==> src/rtl/adder_multicycle_pkg.sv <==
// Shared types and defaults for the slice-serial adder.
package adder_multicycle_pkg;

  typedef enum logic [1:0] {
    S_IDLE = 2'd0,
    S_RUN  = 2'd1,
    S_FIN  = 2'd2
  } state_e;

  localparam int DEF_WIDTH = 32;
  localparam int DEF_SLICE = 8;

  // Slice counter width; a single-slice adder still needs one counter bit.
  function automatic int cnt_width(input int n_slices);
    return (n_slices > 1) ? $clog2(n_slices) : 1;
  endfunction

endpackage

==> src/rtl/adder_multicycle_slice.sv <==
// SLICE-bit ripple-carry adder; pure combinational, reused every RUN cycle.
module adder_slice #(
  parameter int SLICE = 8
) (
  input  logic [SLICE-1:0] a_i,
  input  logic [SLICE-1:0] b_i,
  input  logic             c_i,
  output logic [SLICE-1:0] s_o,
  output logic             c_o
);

  logic rip;

  always_comb begin
    s_o = '0;
    rip = c_i;
    for (int i = 0; i < SLICE; i++) begin
      s_o[i] = a_i[i] ^ b_i[i] ^ rip;
      rip    = (a_i[i] & b_i[i]) | (rip & (a_i[i] ^ b_i[i]));
    end
    c_o = rip;
  end

endmodule

==> src/rtl/adder_multicycle.sv <==
// Multicycle adder: latches operands, adds one SLICE per cycle, pulses DONE with registered flags.
module adder_multicycle
  import adder_multicycle_pkg::*;
#(
  parameter int WIDTH = DEF_WIDTH,
  parameter int SLICE = DEF_SLICE
) (
  input  logic             CLK,
  input  logic             RSTN,
  input  logic             START,
  input  logic [WIDTH-1:0] A,
  input  logic [WIDTH-1:0] B,
  input  logic             CS,
  output logic             BUSY,
  output logic             DONE,
  output logic [WIDTH-1:0] RESULT,
  output logic             CARRY,
  output logic             OVERFLOW,
  output logic             ZERO
);

  localparam int            NSL  = WIDTH / SLICE;
  localparam int            CW   = cnt_width(NSL);
  localparam logic [CW-1:0] LAST = CW'(NSL - 1);

  state_e           state_q;
  logic [WIDTH-1:0] a_q, b_q;
  logic [WIDTH-1:0] result_q, result_d;
  logic [CW-1:0]    cnt_q;
  logic             cy_q;
  logic             busy_q, done_q, carry_q, ovf_q, zero_q;
  logic             accept;
  int               sl_idx;
  logic [SLICE-1:0] sl_a, sl_b, sl_s;
  logic             sl_co;

  assign accept = START && (state_q != S_RUN);

  always_comb begin
    sl_idx   = int'(cnt_q) * SLICE;
    sl_a     = a_q[sl_idx +: SLICE];
    sl_b     = b_q[sl_idx +: SLICE];
    result_d = result_q;
    result_d[sl_idx +: SLICE] = sl_s;
  end

  adder_slice #(.SLICE(SLICE)) u_slice (
    .a_i (sl_a),
    .b_i (sl_b),
    .c_i (cy_q),
    .s_o (sl_s),
    .c_o (sl_co)
  );

  // Operands are pure data: captured on acceptance, no reset needed.
  always_ff @(posedge CLK) begin
    if (accept) begin
      a_q <= A;
      b_q <= B;
    end
  end

  always_ff @(posedge CLK or negedge RSTN) begin
    if (!RSTN) begin
      state_q  <= S_IDLE;
      busy_q   <= 1'b0;
      done_q   <= 1'b0;
      result_q <= '0;
      carry_q  <= 1'b0;
      ovf_q    <= 1'b0;
      zero_q   <= 1'b0;
      cnt_q    <= '0;
      cy_q     <= 1'b0;
    end else begin
      done_q <= 1'b0;
      case (state_q)
        S_IDLE, S_FIN: begin
          state_q <= S_IDLE;
          busy_q  <= 1'b0;
          if (START) begin
            state_q <= S_RUN;
            busy_q  <= 1'b1;
            cnt_q   <= '0;
            cy_q    <= CS;
          end
        end
        S_RUN: begin
          result_q <= result_d;
          cy_q     <= sl_co;
          cnt_q    <= cnt_q + 1'b1;
          // Flags are taken from the fully assembled result on the last slice.
          if (cnt_q == LAST) begin
            state_q <= S_FIN;
            busy_q  <= 1'b0;
            done_q  <= 1'b1;
            carry_q <= sl_co;
            ovf_q   <= (a_q[WIDTH-1] == b_q[WIDTH-1]) &&
                       (result_d[WIDTH-1] != a_q[WIDTH-1]);
            zero_q  <= ~|result_d;
          end
        end
        default: begin
          state_q <= S_IDLE;
          busy_q  <= 1'b0;
        end
      endcase
    end
  end

  assign BUSY     = busy_q;
  assign DONE     = done_q;
  assign RESULT   = result_q;
  assign CARRY    = carry_q;
  assign OVERFLOW = ovf_q;
  assign ZERO     = zero_q;

endmodule

==> config.mk <==
export PLATFORM = sky130hd
export DESIGN_NAME = adder_multicycle
export DESIGN_NICKNAME = d
export VERILOG_FILES = /design/src/rtl/adder_multicycle_pkg.sv /design/src/rtl/adder_multicycle_slice.sv /design/src/rtl/adder_multicycle.sv
export SDC_FILE = /design/constraint.sdc
export NUM_CORES = 1
export LEC_CHECK = 0
export ABC_AREA = 1
export BUFFER_PORTS_ARGS = -buffer_cell sky130_fd_sc_hd__buf_4
export CAP_MARGIN = 20
export CORE_MARGIN = 1.5
export CORE_UTILIZATION = 35
export CTS_BUF_LIST = sky130_fd_sc_hd__clkbuf_16
export CTS_CLUSTER_DIAMETER = 60
export DETAILED_ROUTE_END_ITERATION = 12
export GPL_TIMING_DRIVEN = 0
export PLACE_DENSITY = 0.57
export SETUP_SLACK_MARGIN = 0.2
export SYNTH_ARGS = -nofsm -noshare
export SYNTH_HDL_FRONTEND = slang
export SYNTH_SLANG_ARGS = --single-unit
==> constraint.sdc <==
create_clock -name CLK -period 6.1 [get_ports CLK]
set_clock_uncertainty 0.1 [all_clocks]
set_input_delay 0.305 -clock CLK [delete_from_list [all_inputs] [get_ports CLK]]
set_output_delay 0.305 -clock CLK [all_outputs]
set_load 0.01 [all_outputs]
==> flow_results.org <==
** GRT
- Largest net degree at the start of global routing :: 42
- Via count of the first global-routing pass :: 3637
- First-pass GRT wire length :: 18650 um
- Number of antenna violations at the first check in global routing :: 0
- All-layer global routing usage :: 17.12%
- Total congestion overflow after global routing :: 0

** Routing
- After detailed routing, the number of vias per cell comes to 4.778.
- After detailed routing, the average wire length per cell comes to 15.39 um.
- The count of nets left with antenna violations once routing finished came out at 0.
- The first detailed-routing pass took 4 iterations.
- Starting DRC count in detailed routing :: 252
- Summing over every cut layer, the via total after detailed routing is 3679.
- The final layout contains routed wiring with a total length of 11850 um.
- DRC Markers :: 0

** Power
- Combinational group share of total power :: 53.0%
- Proportion of power drawn by flip-flops and latches :: 31.6%
- Cell leakage power :: 0.002662 uW
- Net switching is 44.31% of the power.
- Clk network pwr share :: 15.4%
- For this design the total switching power over the nets is 1542 uW.
- Power per cell area :: 570.3 nW/um2
- VDD IR max :: 0.0002275 V
- The internal portion of the total power is 1938 uW.

** Yosys
- The synthesized design contains 105 register bits.
- A synthesized cell averages 10.10 um2.
- After synthesis, the share of flip-flops with an asynchronous set or reset is 39.05%.
- After synthesis, flip-flops and latches occupy 61.98% of the total area.
- Total standard cell area after synthesis :: 4756 um2
- Leading area contributor after synthesis :: edfxtp_1
- Yosys mapped the design onto 29 distinct sky130hd cell types.
- Syn Inst Count :: 471
- By area the synthesized netlist is led by edfxtp_1 (40%), dfrtp_1 (22%), nand2_1 (11%).
- The Yosys step of the flow raised 0 warnings.
- The synthesized design contains 64 enable-type register cells.
- Among all flip-flop cells after synthesis, the most frequent one is edfxtp_1.
- Yosys top cell area share :: 40.41%
- Post-Synthesis Net Count :: 553

** Final layout
- Post-route standard cell area excluding fillers :: 6102 um2
- Share of cells above drive strength 1 :: 23.40%
- The multi-input combinational cells in the finished layout cover a total of 1592 um2.
- Sequential cell area :: 2949 um2
- Antenna cells :: 0
- Nets :: 671
- The layout has 1270 filler cells.
- Utilization after layout :: 46.08%
- Area added between synthesis and finish :: 28.31%

** CTS
- Clock latency on the worst-skew pair, taken at its later pin, is 0.35 ns.
- The H-tree was split into 3 levels.
- Number of clock buffers inserted by TritonCTS :: 9
- TritonCTS built the clock tree.
- The longest clock path from root to sink contains 2 buffers.
- Clock sink count :: 105
- Clock Pin Slew Worst Setup and Hold Paths :: 0.07 ns
- Buffer type at the clock tree root :: clkbuf_16

** Place
- DPL Wire Length :: 8849 um
- Global placer's final weighted congestion :: 0.8633
- Quantity of I/O buffers inserted on ports :: 104
- Post-Place Setup Slack :: 0.1971 ns
- Placement Cell Area :: 5784 um2

** Worst setup path
- The worst register-to-register path ends at ZERO$_DFFE_PN0P_.
- Reg-to-reg slack, setup :: 0.52 ns
- The worst register-to-register path has a depth of 25.
- Arrival time of the worst setup path :: 5.77 ns
- The worst setup path is of the reg -> reg kind.
- Critical Path End Type :: register
- Startpoint of the worst register-to-register path :: cnt_q[0]$_DFFE_PN0P_
- Critical Path RT :: 6.29 ns
- Startpoint Class :: register
- Critical Path Fanout Max :: 10

** Hold path
- The worst hold path terminates at a_q[10]$_DFFE_PP_.
- Cell depth of the worst hold path :: 1
- Hold Path Origin :: A[10]
- Hold Crit Class :: in -> reg

** Floorplan
- For this design the top-level I/O count stands at 105.
- The initial utilization of the core area, before any placement, comes to 35.91%.
- Die height :: 119.6 um
- The floorplan has 42 rows.
- The die is 119.6 um wide.
- The region available for standard cell placement spans 13240 um2.
- The floorplan step defined a die boundary enclosing 14300 um2.

** STA
- Share of the cycle needed by the critical path after routing :: 91.51%
- The clock period could shrink to 5.582 ns.
- Setup repair after global routing left no endpoint under its margin.
- For the pin with the worst max-slew slack, the measured transition is 0.9297 ns.
- Hold Fails Final Rpt :: 0
- Final setup vio count :: 0
- Summed negative setup slack over all endpoints :: 0 ns
- F_max :: 0.1791 GHz
- Pins over their slew limit :: 0
- Tightest hold margin :: 0.02305 ns
- Across all setup checks in the final design, the least slack found is 0.5180 ns.
- Headroom to the max-slew limit came out at 37.87%.

** Status
- Outcome :: finished clean

** Run
- Max_cap viols :: 0
routing by layer:
| metal | wire, um | share of wire (%) | global-route usage, % |
|---|---|---|---|
| met5 | 0 | 0 | 0 |
| met1 | 5223 | 44 | 22.35 |
| met2 | 5680 | 48 | 27.77 |
| met4 | 153 | 1.3 | 6.027 |
| met3 | 792 | 6.7 | 4.373 |
Yosys cell counts (2+ instances only):
| cell type | instances |
|---|---|
| nand2_1 | 136 |
| edfxtp_1 | 64 |
| nor2_1 | 51 |
| dfrtp_1 | 41 |
| o21ai_0 | 35 |
| inv_1 | 34 |
| nand3_1 | 17 |
| a21oi_1 | 13 |
| a32o_1 | 12 |
| o22ai_1 | 12 |
| clkbuf_1 | 11 |
| a31oi_1 | 8 |
| fa_1 | 8 |
| ha_1 | 6 |
| buf_2 | 5 |
| inv_2 | 3 |
| nand4_1 | 2 |
| o21ai_1 | 2 |
kinds of logic after synthesis:
logic type / count (synthesis) / synth area share, %
AND/OR/NAND/NOR: 211 / 17.57
flip-flops: 105 / 61.98
AO/OA/AOI/OAI: 84 / 10.73
buffers and inverters: 57 / 4.762
adder cells (fa/ha/maj): 14 / 4.946
per-stage QoR:
step	std cells	power [uW]
2_1_floorplan	471	2239
3_3_place_gp	751	2901
3_5_place_dp	752	2938
4_1_cts	769	3480
5_1_grt	770	3753
6_report	770	3480
critical path: stages (launching register included):
cell and delay (ns):
dfrtp_1 0.41, buf_6 0.18, buf_6 0.16, buf_4 0.19
nand2_1 0.06, a32o_1 0.28, fa_1 0.41, fa_1 0.43
fa_1 0.40, fa_1 0.40, fa_1 0.38, inv_1 0.10
fa_1 0.17, inv_1 0.05, fa_1 0.36, inv_1 0.08
fa_2 0.48, nand3_1 0.13, nor2_1 0.05, nor2_1 0.12
nand2_1 0.07, nor2_1 0.13, nand2_1 0.09, nor2_1 0.10
nand3_1 0.12, nand2_1 0.07
how the worst max path moves through the flow:
stage	startpoint	to	slack (ns)	depth (start not counted)
after floorplan	cnt_q[0]$_DFFE_PN0P_	ZERO$_DFFE_PN0P_	1.09	25
after global placement	cnt_q[0]$_DFFE_PN0P_	ZERO$_DFFE_PN0P_	0.24	25
after global routing	cnt_q[0]$_DFFE_PN0P_	ZERO$_DFFE_PN0P_	0.20	25
final	cnt_q[0]$_DFFE_PN0P_	ZERO$_DFFE_PN0P_	0.52	25
after detailed placement	cnt_q[0]$_DFFE_PN0P_	ZERO$_DFFE_PN0P_	0.20	25
after CTS	cnt_q[0]$_DFFE_PN0P_	ZERO$_DFFE_PN0P_	0.20	25
cells in the final DEF (no fill, tap or decap), types with 2 or more instances in the layout:
cell / synthesis / layout
dfrtp_1: 41 / 40
buf_4: 1 / 107
o21ai_1: 2 / 2
clkinv_1: 1 / 2
a21oi_1: 13 / 13
edfxtp_1: 64 / 64
a32o_1: 12 / 12
o22ai_1: 12 / 12
clkbuf_1: 11 / 9
ha_1: 6 / 6
o21ai_0: 35 / 35
inv_2: 3 / 3
a31oi_1: 8 / 8
nand2_1: 136 / 136
nand3_1: 17 / 17
fa_1: 8 / 7
clkbuf_4: 0 / 2
buf_6: 0 / 2
nand4_1: 2 / 2
inv_1: 34 / 36
nor2_1: 51 / 50
clkbuf_16: 0 / 9
buf_2: 5 / 2
layout make-up:
cell class              count  area share, %
clock inverters             7         0.7792
inverters                  39          2.440
plain buffers              18          1.661
multi-input cells         309          26.08
clock buffers               9          3.691
well taps                 176          3.609
flip-flops and latches    105          48.33
repair buffers            107          13.41
power by group through the flow:
stage / Clock (uW) / Sequential [uW] / Combinational [uW]
finish: 537 / 1100 / 1840
global route: 576 / 1120 / 2060
CTS: 551 / 1100 / 1830
detailed placement: 0 / 1110 / 1820
global placement: 0 / 1120 / 1780
floorplan: 0 / 1130 / 1110
registers in the layout, summed over array words and instances, names as in the netlist:
register / cells
RESULT: 32
a_q: 32
b_q: 32
cnt_q: 2
BUSY: 1
CARRY: 1
DONE: 1
OVERFLOW: 1
ZERO: 1
cy_q: 1
state_q: 1
what timing repair did:
item / in CTS / in global routing
gates resized for setup: 1 / 17
hold endpoints to repair: 41 / 0
endpoints found under the setup margin: 1 / 2
buffers inserted: 0 / 1
hold buffers: 1 / 0
pin swaps: 0 / 0
cloned: 0 / 0
Power figures use the tool's default switching activity.
